--- config.mk ---
export PLATFORM = sky130hd
export DESIGN_NAME = simd_mem_arbiter
export DESIGN_NICKNAME = d
export VERILOG_FILES = /design/src/rtl/simd_mem_pkg.sv /design/src/rtl/simd_rr_picker.sv /design/src/rtl/simd_mem_arbiter.sv
export SDC_FILE = /design/constraint.sdc
export NUM_CORES = 1
export LEC_CHECK = 0
export BUFFER_PORTS_ARGS = -buffer_cell sky130_fd_sc_hd__buf_2
export CELL_PAD_IN_SITES_DETAIL_PLACEMENT = 1
export CELL_PAD_IN_SITES_GLOBAL_PLACEMENT = 1
export CORE_AREA = 2 2 230 232
export DETAILED_ROUTE_END_ITERATION = 16
export DIE_AREA = 0 0 232 234
export PLACE_DENSITY_LB_ADDON = 0.1
export SYNTH_ARGS = -nofsm -noshare
export SYNTH_HDL_FRONTEND = slang
export SYNTH_SLANG_ARGS = --single-unit
--- constraint.sdc ---
create_clock -name CLK -period 2.5 [get_ports CLK]
set_clock_uncertainty 0.05 [all_clocks]
set_input_delay 0.25 -clock CLK [delete_from_list [all_inputs] [get_ports CLK]]
set_output_delay 0.25 -clock CLK [all_outputs]
set_load 0.05 [all_outputs]
--- src/rtl/simd_mem_pkg.sv ---
// Shared types and constants for the SIMD cluster memory arbiter.
//   DATA_W      : RAM data width (one 64-bit word per access)
//   TOHOST_ADDR : byte address of the host-mailbox word
//   mem_cmd_t   : one RAM command as selected from the winning requester
//   lock_st_e   : burst-lock FSM states
//   rr_pick     : reference round-robin pick (first set bit at or after ptr, with wrap)
package simd_mem_pkg;

  localparam int unsigned DATA_W      = 64;
  localparam logic [63:0] TOHOST_ADDR = 64'h1000;

  typedef struct packed {
    logic              we;
    logic [63:0]       addr;   // byte address, zero-extended from the requester width
    logic [DATA_W-1:0] wdata;
    logic [7:0]        wmask;
  } mem_cmd_t;

  typedef enum logic [0:0] {
    StUnlocked,
    StLocked
  } lock_st_e;

  // Scan-style round-robin pick for up to 8 requesters; n is the live requester count.
  function automatic logic [7:0] rr_pick(input logic [7:0] req, input logic [2:0] ptr,
                                         input int unsigned n);
    logic [7:0]  g;
    logic        found;
    int unsigned idx;
    g     = '0;
    found = 1'b0;
    for (int unsigned k = 0; k < 8; k++) begin
      idx = (32'(ptr) + k) % n;
      if (k < n && !found && req[idx[2:0]]) begin
        g[idx[2:0]] = 1'b1;
        found       = 1'b1;
      end
    end
    return g;
  endfunction

endpackage

--- src/rtl/simd_rr_picker.sv ---
// Combinational round-robin picker: rotates the request vector so that position ptr
// becomes bit 0, isolates the lowest set bit, and rotates the one-hot result back.
// Ports:
//   req : request vector, one bit per requester
//   ptr : requester with highest priority this cycle (must be < N)
//   gnt : one-hot grant, all zero when req is zero
module simd_rr_picker #(
  parameter int unsigned N  = 4,
  parameter int unsigned PW = $clog2(N)
) (
  input  logic [N-1:0]  req,
  input  logic [PW-1:0] ptr,
  output logic [N-1:0]  gnt
);

  logic [N-1:0] rot;
  logic [N-1:0] first;

  always_comb begin
    // Rotate right by ptr: rot[k] = req[(ptr + k) mod N].
    rot   = N'({req, req} >> ptr);
    // Two's-complement trick keeps only the lowest set bit.
    first = rot & (~rot + N'(1));
    // Rotate left by ptr, expressed as a right shift of the doubled vector.
    gnt   = N'({first, first} >> (N - 32'(ptr)));
  end

endmodule

--- src/rtl/simd_mem_arbiter.sv ---
// Round-robin arbiter sharing one single-port 64-bit synchronous RAM between NUM_REQ
// requesters, with short-burst locking, byte write masks and fixed-latency read return.
// Optional feature: define SIMD_MEM_ARB_TOHOST_EN to add a sticky host-mailbox capture
// (TOHOST_VALID / TOHOST_DATA) for writes to the word at TOHOST_ADDR.
// Ports:
//   CLK, RESET_N        : clock, synchronous active-low reset
//   REQ, LOCK, WE       : per-requester request, burst-lock request, write select
//   ADDR, WDATA, WMASK  : per-requester byte address, write data, byte enables (packed)
//   GNT                 : one-hot combinational grant
//   RVALID, RDATA       : one-hot read-return valid, broadcast read data
//   MEM_*               : RAM command side; MEM_RDATA returns MEM_LAT cycles after a read
//   TOHOST_VALID/DATA   : mailbox capture (only with SIMD_MEM_ARB_TOHOST_EN)
module simd_mem_arbiter
  import simd_mem_pkg::*;
#(
  parameter int unsigned NUM_REQ  = 4,
  parameter int unsigned AW       = 17,
  parameter int unsigned MEM_LAT  = 1,
  parameter int unsigned MAX_LOCK = 4
) (
  input  logic                        CLK,
  input  logic                        RESET_N,
  input  logic [NUM_REQ-1:0]          REQ,
  input  logic [NUM_REQ-1:0]          LOCK,
  input  logic [NUM_REQ-1:0]          WE,
  input  logic [NUM_REQ*AW-1:0]       ADDR,
  input  logic [NUM_REQ*DATA_W-1:0]   WDATA,
  input  logic [NUM_REQ*8-1:0]        WMASK,
  output logic [NUM_REQ-1:0]          GNT,
  output logic [NUM_REQ-1:0]          RVALID,
  output logic [DATA_W-1:0]           RDATA,
  output logic                        MEM_EN,
  output logic                        MEM_WE,
  output logic [AW-4:0]               MEM_ADDR,
  output logic [DATA_W-1:0]           MEM_WDATA,
  output logic [7:0]                  MEM_WMASK,
  input  logic [DATA_W-1:0]           MEM_RDATA
`ifdef SIMD_MEM_ARB_TOHOST_EN
  ,
  output logic                        TOHOST_VALID,
  output logic [DATA_W-1:0]           TOHOST_DATA
`endif
);

  localparam int unsigned IdW     = $clog2(NUM_REQ);
  localparam int unsigned CntW    = $clog2(MAX_LOCK + 1);
  localparam logic [CntW-1:0] LockMax = CntW'(MAX_LOCK);
  localparam logic [IdW-1:0]  LastId  = IdW'(NUM_REQ - 1);

  logic [IdW-1:0]     rr_ptr_q, rr_ptr_d;
  lock_st_e           lock_st_q, lock_st_d;
  logic [IdW-1:0]     lock_owner_q, lock_owner_d;
  logic [CntW-1:0]    lock_cnt_q, lock_cnt_d;

  logic [NUM_REQ-1:0] gnt_rr;
  logic [NUM_REQ-1:0] gnt_raw;
  logic               lock_hold;
  logic [IdW-1:0]     win_idx;
  logic               any_gnt;
  mem_cmd_t           cmd;

  simd_rr_picker #(
    .N  (NUM_REQ),
    .PW (IdW)
  ) u_picker (
    .req (REQ),
    .ptr (rr_ptr_q),
    .gnt (gnt_rr)
  );

  // ---------------------------------------------------------------------------
  // Arbitration
  // ---------------------------------------------------------------------------
  // A lock whose count has reached MAX_LOCK is not honoured: that cycle goes to
  // plain round-robin, which is what guarantees the forced release gap.
  assign lock_hold = (lock_st_q == StLocked) && (lock_cnt_q != LockMax) && REQ[lock_owner_q];

  always_comb begin
    gnt_raw = gnt_rr;
    if (lock_hold) begin
      gnt_raw               = '0;
      gnt_raw[lock_owner_q] = 1'b1;
    end
    GNT = RESET_N ? gnt_raw : '0;
  end

  assign any_gnt = |GNT;

  always_comb begin
    win_idx = '0;
    for (int i = 0; i < NUM_REQ; i++) begin
      if (GNT[i]) win_idx = IdW'(i);
    end
  end

  // One-hot AND-OR mux of the winner's fields; all zero when nothing is granted.
  always_comb begin
    cmd = '0;
    for (int i = 0; i < NUM_REQ; i++) begin
      if (GNT[i]) begin
        cmd.we    = WE[i];
        cmd.addr  = 64'(ADDR[i*AW +: AW]);
        cmd.wdata = WDATA[i*DATA_W +: DATA_W];
        cmd.wmask = WMASK[i*8 +: 8];
      end
    end
  end

  assign MEM_EN    = any_gnt;
  assign MEM_WE    = cmd.we;
  assign MEM_ADDR  = cmd.addr[AW-1:3];
  assign MEM_WDATA = cmd.wdata;
  assign MEM_WMASK = cmd.we ? cmd.wmask : 8'h00;

  // Byte offset and zero-extension bits are intentionally dropped.
  logic unused_addr_bits;
  assign unused_addr_bits = ^{cmd.addr[63:AW], cmd.addr[2:0]};

  // ---------------------------------------------------------------------------
  // Round-robin pointer and lock FSM
  // ---------------------------------------------------------------------------
  always_comb begin
    rr_ptr_d = rr_ptr_q;
    if (any_gnt) begin
      rr_ptr_d = (win_idx == LastId) ? '0 : win_idx + IdW'(1);
    end
  end

  always_comb begin
    lock_st_d    = lock_st_q;
    lock_owner_d = lock_owner_q;
    lock_cnt_d   = lock_cnt_q;
    unique case (lock_st_q)
      StUnlocked: begin
        if (any_gnt && LOCK[win_idx]) begin
          lock_st_d    = StLocked;
          lock_owner_d = win_idx;
          lock_cnt_d   = CntW'(1);
        end
      end
      StLocked: begin
        if (!lock_hold) begin
          // Owner dropped its request or exhausted its burst.
          lock_st_d  = StUnlocked;
          lock_cnt_d = '0;
        end else if (LOCK[lock_owner_q]) begin
          lock_cnt_d = lock_cnt_q + CntW'(1);
        end else begin
          lock_st_d  = StUnlocked;
          lock_cnt_d = '0;
        end
      end
      default: begin
        lock_st_d  = StUnlocked;
        lock_cnt_d = '0;
      end
    endcase
  end

  always_ff @(posedge CLK) begin
    if (!RESET_N) begin
      rr_ptr_q     <= '0;
      lock_st_q    <= StUnlocked;
      lock_owner_q <= '0;
      lock_cnt_q   <= '0;
    end else begin
      rr_ptr_q     <= rr_ptr_d;
      lock_st_q    <= lock_st_d;
      lock_owner_q <= lock_owner_d;
      lock_cnt_q   <= lock_cnt_d;
    end
  end

  // ---------------------------------------------------------------------------
  // Read-return pipeline: {valid, id} delayed MEM_LAT cycles
  // ---------------------------------------------------------------------------
  logic [MEM_LAT-1:0]          pipe_vld_q;
  logic [MEM_LAT-1:0][IdW-1:0] pipe_id_q;
  logic                        rd_issue;

  assign rd_issue = any_gnt & ~cmd.we;

  if (MEM_LAT > 1) begin : g_pipe_deep
    always_ff @(posedge CLK) begin
      if (!RESET_N) begin
        pipe_vld_q <= '0;
        pipe_id_q  <= '0;
      end else begin
        pipe_vld_q <= {pipe_vld_q[MEM_LAT-2:0], rd_issue};
        pipe_id_q  <= {pipe_id_q[MEM_LAT-2:0], win_idx};
      end
    end
  end else begin : g_pipe_single
    always_ff @(posedge CLK) begin
      if (!RESET_N) begin
        pipe_vld_q <= '0;
        pipe_id_q  <= '0;
      end else begin
        pipe_vld_q <= rd_issue;
        pipe_id_q  <= win_idx;
      end
    end
  end

  // Gated by RESET_N so a read caught by reset never shows up, even with MEM_LAT=1.
  always_comb begin
    RVALID = '0;
    if (RESET_N && pipe_vld_q[MEM_LAT-1]) begin
      RVALID[pipe_id_q[MEM_LAT-1]] = 1'b1;
    end
  end

  assign RDATA = MEM_RDATA;

`ifdef SIMD_MEM_ARB_TOHOST_EN
  // ---------------------------------------------------------------------------
  // Host mailbox: sticky capture of masked bytes written to the TOHOST word
  // ---------------------------------------------------------------------------
  localparam logic [AW-4:0] TohostWord = TOHOST_ADDR[AW-1:3];

  logic              tohost_valid_q;
  logic [DATA_W-1:0] tohost_data_q;
  logic              tohost_hit;

  assign tohost_hit = any_gnt && cmd.we && (cmd.addr[AW-1:3] == TohostWord);

  always_ff @(posedge CLK) begin
    if (!RESET_N) begin
      tohost_valid_q <= 1'b0;
      tohost_data_q  <= '0;
    end else if (tohost_hit) begin
      tohost_valid_q <= 1'b1;
      for (int b = 0; b < 8; b++) begin
        if (cmd.wmask[b]) tohost_data_q[b*8 +: 8] <= cmd.wdata[b*8 +: 8];
      end
    end
  end

  assign TOHOST_VALID = tohost_valid_q;
  assign TOHOST_DATA  = tohost_data_q;
`endif

endmodule

==> impl_metrics.toml <==
[status]
outcome = "complete, but fails checks"
violations = "setup timing"

[sta]
tns_ns = -44.43
slew_viol_final = 0
setup-violations-final = 99
max_slew_margin = 0.6068
timing.final.ws_setup_ns = -0.6640
hold_viol_final = 0
tightest_slew_ns = 0.5898
whs_ns = 0.2912
max_freq_mhz = 316.1
final.min_clock_period_ns = 3.164
period_share = 1.266
rsz0062_at_grt = "yes"

[cts]
clk_latency_ns = 0.24
clkTransAtPathRegs_ns = 0.04
root_buffer = "clkbuf_16"
cts_tree = "done"
cts_htree_levels = 1
cts_hold_buffers = 0
cts_buffers = 3
clk_path_buf_depth = 2
cts_sinks = 11

[synth]
ys_warn_count = 0
synth_nets = 944
mappedNetlistArea_um2 = 3293
synth-adder-area-share = 0.01140
syn_area_per_cell_um2 = 6.495
ys_seq_elements = 11
synth_xor_area_frac = 0
syn_inst = 507
synth-async-reset-ratio = 0
synth_compound_area_frac = 0.3594
synth_edf_count = 0
synth_top_family_by_area = "compound AO/OA/AOI/OAI gates"
ys_seq_area_frac = 0.06687
muxShareOfSynthArea = 0.03989
synth_flop_cell = "dfxtp_1"
synthTopCellsByArea = "a222oi_1, nand2_1, buf_4"
synth_top_area_frac = 0.2401
synth.distinct_cells = 46
synth_area_leader_cell = "a222oi_1"
synthSimpleGateAreaFrac = 0.2652

[critical_path]
path_max_fanout = 11
critPathArrivalTime_ns = 2.86
crit_type = "register to output pin"
critPathCaptureType = "output pin"
required_ns = 2.20
worstSetupStartpointType = "register"

[pwr]
irDropWorstVdd_mv = 0.5192
power.switching_mw = 6.811
p_per_area_nw_per_um2 = 1445
seqPwrFrac = 0.024
internal_power_mw = 5.346
power_mw = 12.16
power.share.clock = 0.024
leakagePower_nw = 4.090
combPwrFrac = 0.952
swShare = 0.5603

[die]
ios = 594
die_w_um = 232
dieArea_um2 = 54290
die_height_um = 234
rows = 84
start_util = 0.06330
core_um2 = 52020

[placement]
gp_congestion = 0.7261
place_ws_ns = -0.6205
io_buffers = 453
dp_hpwl_um = 26450

[drt]
drt-initial-drc-count = 416
final_antenna_net_count = 0
drt-pass1-iter-count = 8
drcViolationCount = 0
vias_per_cell = 3.568
wl_per_cell_um = 19.99
wirelength_um = 33400
dr_total_vias = 5962

[layout]
fillCellCount = 6233
multi_input_area_um2 = 2774
seq_area_um2 = 224.0
area_growth_pct = 155.4
final_nets = 1420
drive_above_1_share = 0.7291

[worst_hold_path]
hold_class = "input port to register"

[grt]
antenna_found_initial = 1
globalRouteOverflowTotal = 0
grt_use_total = 0.1073
grt_max_degree = 40
grt_pass1_vias = 6329
grt_pass1_wl_um = 42910

[flow_run]
drv_cap = 0
-- what timing repair did --
item,4_1_cts,5_1_grt
endpoints found under the setup margin,101,102
gates cloned,3,5
pin swaps,80,37
setup buffers,22,7
gates resized for setup,163,36
-- final timing paths --
| kind | slack, ns | from | cells after the start | endpoint |
|---|---|---|---|---|
| worst max-delay path | -0.66 | rr_ptr_q[1] | 12 | MEM_WDATA[47] |
| worst min-delay path | 0.29 | RESET_N | 3 | lock_owner_q[0] |
| worst max register to register | -0.26 | rr_ptr_q[0] | 11 | lock_owner_q[0] |
| worst min register to register | 0.52 | lock_st_q | 2 | lock_cnt_q[1] |
-- per-layer routing --
layer / vias to the layer above / share of wire / global-route usage
met2: 280 / 0.55 / 0.2139
met3: 34 / 0.056 / 0.02091
met4: 2 / 0.017 / 0.01843
met1: 2846 / 0.37 / 0.1170
li1: 2800 / - / -
met5: - / 0.00021 / 0
-- area by class of cell --
| cell class | instances | share of cell area |
|---|---|---|
| timing repair buffer | 581 | 0.5173 |
| multi-input combinational | 354 | 0.3298 |
| tap | 688 | 0.1023 |
| sequential | 11 | 0.02663 |
| inverter | 32 | 0.01428 |
| clock buffer | 4 | 0.009371 |
| antenna | 1 | 0.0002975 |
-- cell usage in the layout (no fill, tap or decap), types with 10 or more instances in the layout --
master and n:
a222oi_1 79, buf_12 35, buf_6 66, buf_8 10, nand2_1 93, buf_2 368
buf_4 94, inv_1 30, nand2_2 81
-- cell families (layout without fill, tap and decap cells) --
group / Yosys count / in the layout
mux: 8 / 8
compound gates: 130 / 132
flops: 11 / 11
simple gates: 211 / 211
buf+inv: 144 / 617
other cells: 0 / 1
fa+ha+maj: 3 / 3
-- power groups by stage --
stage	Sequential [mW]	Combinational (mW)	Clock (mW)
after CTS	0.288	11.3	0.306
after floorplan	0.283	6.32	0
after detailed placement	0.289	9.86	0
after global routing	0.295	12.2	0.317
after global placement	0.291	9.95	0
final	0.288	11.6	0.293
-- synthesized netlist by cell type, types with 4 or more instances --
cell and n:
a21boi_1 8, buf_6 4, clkbuf_1 22, a221o_1 8, buf_2 14, nand2_1 173
nand2b_1 6, dfxtp_1 11, a222oi_1 79, buf_4 69, mux4_2 4, inv_1 32
o21ai_0 5, a21oi_1 5, a211oi_1 9, nor2_1 12
-- state kept, by name, indices dropped and copies added, names as in the netlist --
| register | count |
|---|---|
| lock_cnt_q | 3 |
| lock_owner_q | 2 |
| pipe_id_q | 2 |
| rr_ptr_q | 2 |
| lock_st_q | 1 |
| pipe_vld_q | 1 |
-- per-stage QoR --
stage	cells	instance area, um2	util
global route	1670	8409	0.1616
finish	1671	8412	0.1617
global placement	1629	7217	0.1387
floorplan	507	3633	-
CTS	1658	8092	0.1555
detailed placement	1629	7217	0.1387
-- worst max-delay path, cell delays in order (launching register included) --
cell      delay (ns)
dfxtp_2         0.32
inv_2           0.07
ha_4            0.14
and3b_1         0.18
a311oi_2        0.24
buf_4           0.17
o32ai_2         0.07
a22o_4          0.27
buf_12          0.17
buf_6           0.13
a222oi_1        0.55
nand2_2         0.11
buf_8           0.18
No activity file was read; power rests on OpenSTA's default activity.
